==> src/rtl/apb_wait_slave_pkg.sv <==
// Shared APB definitions: FSM state encoding, counter width and the default ID value.
package apb_wait_slave_pkg;

  // FSM state encoding, kept as plain constants so legacy blocks can share it.
  localparam logic [1:0] StIdle  = 2'd0;
  localparam logic [1:0] StWait  = 2'd1;
  localparam logic [1:0] StReady = 2'd2;

  // Wait counter width; covers WAIT_CYCLES up to 7 without wrapping.
  localparam int unsigned CntW = 3;

  // Constant returned by a read of address 0.
  localparam logic [7:0] ApbIdValueDefault = 8'hA5;

  // True on the last wait cycle. For wait_cycles == 0 the target is 7, which the
  // counter never reaches because WAIT is skipped entirely.
  function automatic logic cnt_done(input logic [CntW-1:0] cnt, input int unsigned wait_cycles);
    return cnt == CntW'(wait_cycles - 1);
  endfunction

endpackage

==> src/rtl/apb_wait_slave_regs.sv <==
// Register file: DEPTH x WIDTH, one synchronous write port, one combinational read port.
module apb_wait_slave_regs #(
  parameter int unsigned WIDTH  = 8,
  parameter int unsigned DEPTH  = 16,
  parameter int unsigned ADDR_W = (DEPTH > 1) ? $clog2(DEPTH) : 1
) (
  input  logic              clk_i,
  input  logic              rst_i,
  input  logic              we_i,
  input  logic [ADDR_W-1:0] waddr_i,
  input  logic [WIDTH-1:0]  wdata_i,
  input  logic [ADDR_W-1:0] raddr_i,
  output logic [WIDTH-1:0]  rdata_o
);

  logic [WIDTH-1:0] mem_q [DEPTH];

  // Clear every location on reset, otherwise write one location when enabled.
  always_ff @(posedge clk_i) begin
    if (rst_i) begin
      for (int i = 0; i < int'(DEPTH); i++) begin
        mem_q[i] <= '0;
      end
    end else if (we_i) begin
      mem_q[waddr_i] <= wdata_i;
    end
  end

  // Combinational read; the caller masks out-of-range addresses.
  always_comb begin
    rdata_o = mem_q[raddr_i];
  end

endmodule

==> src/rtl/apb_wait_slave.sv <==
// APB slave with a fixed number of wait states, an ID register at address 0 and a
// small register file behind it. FSM, wait counter and address decode live here.
module apb_wait_slave
  import apb_wait_slave_pkg::*;
#(
  parameter int unsigned       WIDTH       = 8,
  parameter int unsigned       DEPTH       = 16,
  parameter int unsigned       WAIT_CYCLES = 2,
  parameter logic [WIDTH-1:0]  ID_VALUE    = WIDTH'(ApbIdValueDefault)
) (
  input  logic             i_PCLK,
  input  logic             i_PRESET,
  input  logic             i_PSEL1,
  input  logic             i_PENABLE,
  input  logic             i_PWRITE,
  input  logic [WIDTH-1:0] i_paddr,
  input  logic [WIDTH-1:0] i_pwdata,
  output logic [WIDTH-1:0] o_prdata,
  output logic             o_PREADY,
  output logic             o_PSLVERR
);

  localparam int unsigned AddrW = (DEPTH > 1) ? $clog2(DEPTH) : 1;

  logic [1:0]      state_q, state_d;
  logic [CntW-1:0] cnt_q, cnt_d;
  logic [WIDTH-1:0] addr_q, addr_d;
  logic [WIDTH-1:0] wdata_q, wdata_d;
  logic             write_q, write_d;

  logic             ready;
  logic             in_range;
  logic             err;
  logic             commit;
  logic [WIDTH-1:0] reg_rdata;

  // Next-state: latch the transfer on setup, count wait cycles, abort on PSEL drop.
  always_comb begin
    state_d = state_q;
    cnt_d   = cnt_q;
    addr_d  = addr_q;
    wdata_d = wdata_q;
    write_d = write_q;
    case (state_q)
      StIdle: begin
        // PSEL with PENABLE already high is an access without setup and is ignored.
        if (i_PSEL1 && !i_PENABLE) begin
          addr_d  = i_paddr;
          wdata_d = i_pwdata;
          write_d = i_PWRITE;
          cnt_d   = '0;
          state_d = (WAIT_CYCLES == 0) ? StReady : StWait;
        end
      end
      StWait: begin
        if (!i_PSEL1) begin
          state_d = StIdle;
        end else if (i_PENABLE) begin
          cnt_d = cnt_q + 1'b1;
          if (cnt_done(cnt_q, WAIT_CYCLES)) begin
            state_d = StReady;
          end
        end
      end
      StReady: begin
        state_d = StIdle;
      end
      default: begin
        state_d = StIdle;
      end
    endcase
  end

  // State and latched transfer registers; reset wins over everything.
  always_ff @(posedge i_PCLK) begin
    if (i_PRESET) begin
      state_q <= StIdle;
      cnt_q   <= '0;
      addr_q  <= '0;
      wdata_q <= '0;
      write_q <= 1'b0;
    end else begin
      state_q <= state_d;
      cnt_q   <= cnt_d;
      addr_q  <= addr_d;
      wdata_q <= wdata_d;
      write_q <= write_d;
    end
  end

  // Decode of the latched transfer: error, commit enable and response outputs.
  always_comb begin
    ready    = (state_q == StReady);
    in_range = (32'(addr_q) < DEPTH);
    err      = ready && (!in_range || (write_q && (addr_q == '0)));
    // Commit happens on the edge that leaves READY.
    commit   = ready && write_q && !err;
    o_PREADY  = ready;
    o_PSLVERR = err;
    o_prdata  = '0;
    if (ready && !write_q && !err) begin
      o_prdata = (addr_q == '0) ? ID_VALUE : reg_rdata;
    end
  end

  apb_wait_slave_regs #(
    .WIDTH  (WIDTH),
    .DEPTH  (DEPTH),
    .ADDR_W (AddrW)
  ) u_regs (
    .clk_i   (i_PCLK),
    .rst_i   (i_PRESET),
    .we_i    (commit),
    .waddr_i (addr_q[AddrW-1:0]),
    .wdata_i (wdata_q),
    .raddr_i (addr_q[AddrW-1:0]),
    .rdata_o (reg_rdata)
  );

endmodule
==> config.mk <==
export PLATFORM = sky130hd
export DESIGN_NAME = apb_wait_slave
export DESIGN_NICKNAME = d
export VERILOG_FILES = /design/src/rtl/apb_wait_slave_pkg.sv /design/src/rtl/apb_wait_slave_regs.sv /design/src/rtl/apb_wait_slave.sv
export SDC_FILE = /design/constraint.sdc
export NUM_CORES = 1
export LEC_CHECK = 0
export CAP_MARGIN = 10
export CELL_PAD_IN_SITES_DETAIL_PLACEMENT = 0
export CELL_PAD_IN_SITES_GLOBAL_PLACEMENT = 1
export CORE_UTILIZATION = 53
export DETAILED_ROUTE_END_ITERATION = 6
export GPL_TIMING_DRIVEN = 1
export PLACE_DENSITY_LB_ADDON = 0.25
export SYNTH_ARGS = -nofsm -noshare
export SYNTH_HDL_FRONTEND = slang
export SYNTH_SLANG_ARGS = --single-unit
export TNS_END_PERCENT = 20
==> constraint.sdc <==
create_clock -name i_PCLK -period 7.7 [get_ports i_PCLK]
set_input_delay 2.31 -clock i_PCLK [delete_from_list [all_inputs] [get_ports i_PCLK]]
set_output_delay 2.31 -clock i_PCLK [all_outputs]
set_load 0.02 [all_outputs]
* Word-level counts from Yosys, hierarchy flattened
Memory sizes are Yosys's and may differ from the RTL's. A register that Yosys moved wholly into a read port is not among the register bits.
Index checks and enable logic that the tools add are counted.
** Cells by class
- Add/subtract/negate cells :: 1
- Magnitude comparators :: 1
- Eq/ne operators :: 8
- Mux-type cells :: 21
- Reduce and logical (&&, ||, !) cells :: 19
** Operator list (number)
- 8-bit 2-to-1 mux :: 3
- 4-bit 2-to-1 mux :: 3
- 3-bit 2-to-1 mux :: 3
- 8-bit logical NOT :: 1
- 8-bit by 5-bit less-than comparator with 1-bit output (second input constant) :: 1
- 2-bit 2-to-1 mux :: 4
- 8-bit OR reduction :: 1
- 1-bit logical AND :: 7
- 1-bit 2-to-1 mux :: 6
- 2-bit inequality test (second input constant) :: 3
- 3-bit inequality test (second input constant) :: 2
- 3-bit one-hot mux with 2 select lines :: 1
- 1-bit logical NOT :: 4
- 2-bit one-hot mux with 2 select lines :: 1
- 4-bit AND reduction :: 1
- 3-bit by 1-bit adder with 3-bit output (second input constant) :: 1
- 3-bit by 1-bit equality test with 1-bit output (second input constant) :: 1
- 3-bit AND reduction :: 1
- 2-bit by 1-bit equality test with 1-bit output (second input constant) :: 1
- 2-bit equality test (second input constant) :: 1
- 2-bit logical NOT :: 1
- 2-bit AND reduction :: 1
- 2-bit nonzero test :: 1
- 1-bit logical OR :: 1
** Word-level totals
- Flip-flop bits (word level) :: 22
- Memory bits (writable) :: 128
- Bits of input ports :: 21
- Output and inout port bits :: 10
- Word-level logic and storage cells :: 56
- Memories :: 1
** Memory list
- u_regs.mem_q :: depth 16, bits a word 8, rd ports 1, clocked after Yosys merged registers in 1, wr ports 16, RTL line apb_wait_slave_regs.sv:16 : logic [WIDTH-1:0] mem_q [DEPTH];

* Depth between registers and ports, before layout
Gate-level depths: netlist (run 1).
- Depth in word-level cells :: 11
- Mapped depth :: 7
- Mapped depth without buffers :: 5

* By module
Synthesis (run 1) repeated with hierarchy kept, for this count alone.
** Unflattened totals
- Cell total of the unflattened synthesis :: 501
- Area, all modules :: 6904.1 um2
** Modules (own cells, without submodules)
- apb_wait_slave_regs :: instances 1, cells each 375, area each 5861.9 um2, seq. area each 3843.7 um2
- apb_wait_slave :: instances 1, cells each 126, area each 1042.2 um2, seq. area each 440.4 um2

* Least setup slack after synthesis (run 1)
No wires, ideal clock.
- Path kind :: reg2out
- From :: reg (tool-made name)
- To :: out o_prdata[0]
- Arrival time :: 1.866 ns
- Data required time :: 5.390 ns
- Setup slack :: 3.524 ns
- Cell stages (with the launch flop) :: 6
- Buffers on the path :: 3
- Cells stage by stage :: dfxtp_1 buf_2 buf_1 buf_2 mux2i_1 a221oi_1
** RTL lines
- to (decl) :: RTL line apb_wait_slave.sv:18 : output logic [WIDTH-1:0] o_prdata,

* Worst setup path after layout (run 1)
- From :: reg addr_q[7]
- To :: out o_prdata[4]
** Between the ends
- Word-level cells in the longest chain between the ends :: 7
- Elaborated cells between the ends (all ways) :: 10
- Those cells by class :: order compare (1); mux (2); reduce/logical (7)
** Ends and longest elaborated chain
- from (decl) :: RTL line apb_wait_slave.sv:27 : logic [WIDTH-1:0] addr_q, addr_d;
- from (signal assigned) :: RTL line apb_wait_slave.sv:85 : addr_q <= addr_d;
- 8-bit by 5-bit less-than comparator with 1-bit output / 8-bit logical NOT (equally long branches) :: RTL line apb_wait_slave.sv:94, apb_wait_slave.sv:95, apb_wait_slave.sv:102
- 1-bit logical NOT / 1-bit logical AND (equally long branches) :: RTL line apb_wait_slave.sv:95 : err = ready && (!in_range || (write_q && (addr_q == '0)));
- 1-bit logical OR :: RTL line apb_wait_slave.sv:95
- 1-bit logical AND :: RTL line apb_wait_slave.sv:95
- 1-bit logical NOT :: RTL line apb_wait_slave.sv:101 : if (ready && !write_q && !err) begin
- 1-bit logical AND :: RTL line apb_wait_slave.sv:101
- 8-bit 2-to-1 mux * :: RTL line apb_wait_slave.sv:101
Every way passes the cells marked *; elsewhere a longest branch is shown, timed or not.

==> impl_metrics.py, run 1 <==
metrics = {
    "sta": {
        "finalClockSkew_ns": 0.00696,
        "maxSlewHeadroom_pct": 14.4,
        "period_minus_slack_ns": 5.22,
        "grt_setup_unrepaired": "false",
        "whs_ns": 0.454,
        "worst_slew_pin_slew_ns": 1.28,
        "setup_viol": 0,
        "setup_ws_ns": 2.48,
        "finalHoldViolCount": 0,
        "achievable-frequency_mhz": 192,
        "fin_tns_setup_ns": 0,
        "drv_slew": 0,
        "fin_crit_sh_pct": 67.8,
    },
    "global_route": {
        "grt-ovfl-total": 0,
        "grt_pass1_vias": 4270,
        "gr-usage-all-layers_pct": 26.4,
        "antenna_found_initial": 0,
        "grt_first_pass_wirelength_mm": 23.9,
        "grt_max_degree": 47,
    },
    "worst_hold_path": {
        "hp-class": "reg -> reg",
    },
    "power_and_ir_drop": {
        "power_density_nw_per_um2": 237,
        "combPwrFrac_pct": 5.9,
        "p_clk_share_pct": 42.4,
        "p_seq_share_pct": 51.7,
        "peakVddDrop_uv": 162,
        "swShare_pct": 21.0,
        "p_int_mw": 1.44,
        "p_leak_nw": 2.54,
        "p_switching_mw": 0.382,
    },
    "synthesis": {
        "synthFlopType": "edfxtp_1",
        "ys_ff_latch": 154,
        "synthCells": 528,
        "synthArstFlopShare_pct": 0,
        "ys_warn_count": 0,
        "seq_area_frac_synth_pct": 64.8,
        "syn_area_sq_um": 6730,
        "synth_edf_count": 128,
        "synthDistinctLibCells": 33,
        "syn_area_per_cell_sq_um": 12.7,
    },
    "layout": {
        "area_growth_pct": 14.5,
        "n_antenna_cell": 0,
        "fin_cells": 734,
        "nets": 576,
        "fin_util_pct": 63.1,
        "drive_above_1_share_pct": 12.0,
    },
    "place": {
        "place.gp.congestion": 0.762,
        "place_hpwl_mm": 9.88,
        "post-place-ws_ns": 2.88,
        "io_buffers": 30,
        "dp_cells": 702,
    },
    "setup_path": {
        "rr_endpoint": "u_regs.mem_q[2][6]$_SDFFCE_PN0P_",
        "critical_path_class": "reg -> out",
        "critPathMaxFanout": 6,
        "startpoint_type": "flop",
        "cp.required_ns": 5.39,
        "endpoint_kind": "output port",
        "crit_start": "addr_q[7]$_SDFFE_PP0P_",
        "rr_worst_depth": 4,
        "crit_arrival_ns": 2.91,
        "critPathCapture": "o_prdata[4]",
        "reg2reg_slack_ns": 5.07,
        "r2r_start": "addr_q[0]$_SDFFE_PP0P_",
    },
    "routing": {
        "drc": 0,
        "ant_nets": 0,
        "drt-initial-drc-count": 475,
        "drtPass1Iterations": 5,
        "wl_per_cell_um": 21.5,
        "drt-total-wl_mm": 15.8,
        "vias": 4243,
        "viasPerCell": 5.78,
    },
    "cts": {
        "clk_pin_slew_ns": 0.05,
        "postCtsSetupRepairBufs": 0,
        "cts_sinks": 154,
        "cts_tree": "yes",
        "cts_buffers": 17,
        "cts_resized": 0,
        "cts_root_buf": "clkbuf_16",
        "ctsHoldBuffers": 0,
        "cts-htree-levels": 4,
        "cts_buffer_depth": 2,
        "clk_latency_ns": 0.42,
    },
    "floorplan": {
        "rows": 40,
        "die_h_um": 115,
        "core_sq_um": 12200,
        "io_pins": 31,
        "dieArea_sq_um": 13200,
        "start_util_pct": 55.1,
        "die_x_um": 115,
    },
    "status": {
        "status": "complete, no violations",
    },
    "flow_run": {
        "cap_violations": 0,
    },
}
==> final cells by class <==
cell class	instances	area (sq um)
sequential	154	4370
inverter	3	11.3
timing repair buffer	37	348
tap	168	210
fill	958	4500
clock inverter	12	106
multi-input combinational	340	2230
clock buffer	20	437
==> cells in the mapped netlist, drive strengths merged, types with 2 or more instances <==
| cell type | number | area [sq um] |
|---|---|---|
| nor2b | 3 | 18.8 |
| inv | 3 | 11.3 |
| nor3b | 2 | 15.0 |
| clkbuf | 22 | 82.6 |
| mux2i | 14 | 140 |
| nor2 | 124 | 465 |
| ha | 2 | 25.0 |
| a221oi | 2 | 17.5 |
| o22ai | 4 | 25.0 |
| o21ai | 5 | 25.0 |
| buf | 16 | 73.8 |
| or3 | 2 | 12.5 |
| or4 | 2 | 15.0 |
| edfxtp | 128 | 3840 |
| and2 | 3 | 18.8 |
| a21oi | 24 | 120 |
| nand3 | 2 | 10.0 |
| nand2 | 74 | 278 |
| nand3b | 3 | 22.5 |
| and3b | 2 | 17.5 |
| nor4 | 4 | 25.0 |
| nor3 | 3 | 15.0 |
| nand2b | 3 | 18.8 |
| mux4 | 32 | 721 |
| mux2 | 2 | 22.5 |
| a21o | 16 | 120 |
| dfxtp | 26 | 521 |
==> metrics by stage <==
stage	area [sq um]	power [mW]
after global routing	7710	1.87
after floorplan	6760	1.02
final	7710	1.82
after global placement	7160	1.06
after CTS	7710	1.83
after detailed placement	7160	1.07
==> metal layers <==
| layer | global-route usage, % | vias to the layer above | wire length [um] |
|---|---|---|---|
| met5 | 0 | - | 0 |
| met1 | 33.2 | 2112 | 6460 |
| met3 | 5.98 | 22 | 1100 |
| met4 | 11.8 | 0 | 352 |
| met2 | 43.9 | 154 | 7870 |
| li1 | - | 1955 | - |
==> critical path, cell delays in order (launching register included) <==
cell	delay, ns
dfxtp_1	0.31
or4_1	0.65
nor4_1	0.39
nand2_1	0.26
o22ai_1	0.21
clkdlybuf4s50_1	0.67
==> worst min path at each step <==
stage | cells after the start | slack (ns) | end | from
after floorplan | 2 | 0.43 | addr_q[6]$_SDFFE_PP0P_ | addr_q[6]$_SDFFE_PP0P_
after global placement | 2 | 0.44 | addr_q[4]$_SDFFE_PP0P_ | addr_q[4]$_SDFFE_PP0P_
after detailed placement | 2 | 0.45 | addr_q[6]$_SDFFE_PP0P_ | addr_q[6]$_SDFFE_PP0P_
after CTS | 2 | 0.46 | addr_q[6]$_SDFFE_PP0P_ | addr_q[6]$_SDFFE_PP0P_
after global routing | 2 | 0.49 | addr_q[6]$_SDFFE_PP0P_ | addr_q[6]$_SDFFE_PP0P_
final | 2 | 0.45 | addr_q[6]$_SDFFE_PP0P_ | addr_q[6]$_SDFFE_PP0P_
==> power groups by stage <==
stage	combinational (mW)	sequential, mW	clock, mW
after floorplan	0.0722	0.952	0
after global placement	0.106	0.958	0
after detailed placement	0.107	0.960	0
after CTS	0.108	0.943	0.775
after global routing	0.115	0.945	0.809
final	0.107	0.943	0.773
==> logic make-up after synthesis <==
group / Yosys count / synth area share [%]
and+or+nand+nor: 229 / 14.3
DFF: 154 / 64.8
AOI/OAI and AO/OA: 53 / 4.82
muxes: 48 / 13.1
buffers and inverters: 41 / 2.49
adders and majority gates: 2 / 0.372
other: 1 / 0.0557
==> state kept, by name, indices dropped and copies added, names as in the netlist, named ones only <==
signal and flops:
u_regs.mem_q 128, cnt_q 3, write_q 1, addr_q 8, state_q 2, wdata_q 8
==> layout by cell type (no fill, tap or decap), drive strengths merged <==
master and count:
bufinv 2, or3 2, nor4b 1, nor3 3
ha 2, a211oi 1, conb 8, nand2 74
and3b 2, inv 3, mux2i 14, nand3b 3
mux2 2, dfxtp 26, clkbuf 20, clkinv 10
edfxtp 128, and2 3, buf 8, nor2b 3
clkdlybuf4s50 29, nand2b 3, nor4 4, o22ai 4
o2bb2ai 1, or4 2, a221oi 2, a21o 16
mux4 32, a21oi 24, nor3b 2, and3 1
o21ai 5, nand3 2, nor2 124
Power figures use the tool's default switching activity.
==> inputs of run 2 (changes only) <==
--- a/config.mk
+++ b/config.mk
@@ -8,7 +8,7 @@
 export CAP_MARGIN = 10
 export CELL_PAD_IN_SITES_DETAIL_PLACEMENT = 0
 export CELL_PAD_IN_SITES_GLOBAL_PLACEMENT = 1
-export CORE_UTILIZATION = 53
+export CORE_UTILIZATION = 50
 export DETAILED_ROUTE_END_ITERATION = 6
 export GPL_TIMING_DRIVEN = 1
 export PLACE_DENSITY_LB_ADDON = 0.25
==> constraint.sdc (replaced) <==
create_clock -name i_PCLK -period 5.12 [get_ports i_PCLK]
set_input_delay 1.536 -clock i_PCLK [delete_from_list [all_inputs] [get_ports i_PCLK]]
set_output_delay 1.536 -clock i_PCLK [all_outputs]
set_load 0.02 [all_outputs]
==> run 2 against run 1 <==
Compared with the run above:
- routed wire length grew 1.0%
- first-iteration DRC count fell by 14%
- non-clock buffer count increased by 1
- clock power increased by 54%
- total power rose by 52%
- critical path depth is the same
- sequential share of layout area decreased by 0.34 points
- final cell count grew 1.2%
- hold slack worse by 0.0036 ns
==> impl_metrics.py, run 2 (synthesis gave the netlist of run 1 again) <==
metrics = {
    "layout": {
        "drive_above_1_share_pct": 12.7,
        "final_cell_mix": "edfxtp_1, nor2_1, nand2_1",
        "finalInstanceArea_sq_um": 7750,
        "reg_top3": "u_regs.mem_q: 128 flops, addr_q: 8 flops, wdata_q: 8 flops",
        "regMostFlops": "u_regs.mem_q",
        "area_growth_pct": 15.2,
        "fin_util_pct": 58.8,
        "fillers": 1087,
        "multi_input_area_sq_um": 2220,
        "seq_area_sq_um": 4370,
        "layout_commonest_cell": "edfxtp_1",
        "n_antenna_cell": 0,
        "largest_reg_flops": 128,
        "nets": 577,
    },
    "sta": {
        "drv_slew": 0,
        "worst_slew_pin_slew_ns": 1.05,
        "maxSlewHeadroom_pct": 30.0,
        "finalClockSkew_ns": 0.00642,
        "period_minus_slack_ns": 4.56,
        "fin_tns_setup_ns": 0,
        "fin_crit_sh_pct": 89.1,
        "setup_ws_ns": 0.560,
        "finalHoldViolCount": 0,
        "achievable-frequency_mhz": 219,
        "grt_setup_unrepaired": "false",
        "setup_viol": 0,
    },
    "routing": {
        "vias": 4267,
        "drtPass1Iterations": 5,
        "drt-met1-wl_mm": 6.51,
        "wl_per_cell_um": 21.5,
        "drc": 0,
        "wl_met2_mm": 8.35,
        "wl_met3_um": 796,
        "top_layer": "met4",
        "ant_nets": 0,
        "viasPerCell": 5.74,
        "drt-initial-drc-count": 408,
        "drt-total-wl_mm": 15.9,
    },
    "cts": {
        "cts_tree": "yes",
        "ctsHoldBuffers": 0,
        "postCtsSetupRepairBufs": 0,
        "clk_latency_ns": 0.42,
        "cts_resized": 0,
        "cts_root_buf": "clkbuf_16",
        "clk_pin_slew_ns": 0.06,
        "cts_buffers": 17,
        "cts_sinks": 154,
        "cts-htree-levels": 4,
        "cts_buffer_depth": 2,
    },
    "setup_path": {
        "startpoint_type": "flop",
        "crit_arrival_ns": 3.02,
        "critical_path_class": "reg -> out",
        "cp.required_ns": 3.58,
        "endpoint_kind": "output port",
        "critPathMaxFanout": 6,
        "crit_path_max_incr_delay_ns": 0.67,
        "path_cells": "or4_1, nor4_1, nand2_1, o22ai_1, clkdlybuf4s50_1",
        "critical-path-slowest-cell": "or4_1",
    },
    "place": {
        "place_hpwl_mm": 10.9,
        "place.gp.congestion": 0.867,
        "io_buffers": 30,
        "dpl-instance-area_sq_um": 7190,
        "post-place-ws_ns": 1.07,
    },
    "status": {
        "status": "complete, no violations",
    },
    "power_and_ir_drop": {
        "p_leak_nw": 2.57,
        "power_density_nw_per_um2": 357,
        "power.total_mw": 2.77,
        "peakVddDrop_uv": 215,
    },
    "global_route": {
        "gr-usage-all-layers_pct": 24.5,
        "grt_first_pass_wirelength_mm": 24.3,
        "grt_max_degree": 47,
        "grt_pass1_vias": 4261,
        "grt-ovfl-total": 0,
        "antenna_found_initial": 0,
    },
    "floorplan": {
        "die_h_um": 118,
        "die_x_um": 118,
        "core_sq_um": 13200,
        "dieArea_sq_um": 13900,
        "start_util_pct": 51.0,
        "io_pins": 31,
        "rows": 42,
    },
    "worst_hold_path": {
        "hp-class": "reg -> reg",
    },
    "flow_run": {
        "cap_violations": 0,
    },
}
[run 2: cell count changes in the layout (fill, tap and decap cells not counted), sizes merged]
cell	change
clkinv	-4
bufinv	-2
buf	+1
clkbuf	+5
inv	+1
[run 2: final timing paths]
check | to | startpoint | depth (start not counted) | slack [ns]
min reg2reg | addr_q[5]$_SDFFE_PP0P_ | addr_q[5]$_SDFFE_PP0P_ | 2 | 0.45
max | o_prdata[4] | addr_q[7]$_SDFFE_PP0P_ | 5 | 0.56
min | addr_q[5]$_SDFFE_PP0P_ | addr_q[5]$_SDFFE_PP0P_ | 2 | 0.45
max reg2reg | u_regs.mem_q[1][1]$_SDFFCE_PN0P_ | addr_q[7]$_SDFFE_PP0P_ | 4 | 2.53
[run 2: where the power goes]
part,internal (mW),switching [mW],total [mW]
combinational,0.0671,0.0831,0.150
clock,0.714,0.477,1.19
sequential,1.40,0.0285,1.43
total,2.18,0.588,2.77
[run 2: final cells by class]
type                            count  area share [%]
Clock buffer                       25            6.83
Clock inverter                      7           0.452
Inverter                            3           0.145
Multi-Input combinational cell    340            28.7
Sequential cell                   154            56.3
Tap cell                          176            2.84
Timing Repair Buffer               38            4.74
[run 2: per-stage QoR]
stage / std cells / hold WS [ns]
2_1_floorplan: 535 / 0.431
3_3_place_gp: 711 / 0.440
3_5_place_dp: 711 / 0.447
4_1_cts: 743 / 0.455
5_1_grt: 743 / 0.475
6_report: 743 / 0.450
[run 2: routing by layer]
metal	GRT usage (%)	up-vias
met3	4.55	25
met5	0	-
li1	-	1955
met4	9.62	0
met1	30.2	2141
met2	42.6	146
[run 2: worst max-delay path: cells and delay by family (launching register included)]
family                 cells  cell delay (ns)
and+or+nand+nor            3             1.41
buffers and inverters      1             0.64
DFF                        1             0.31
AOI/OAI and AO/OA          1             0.24
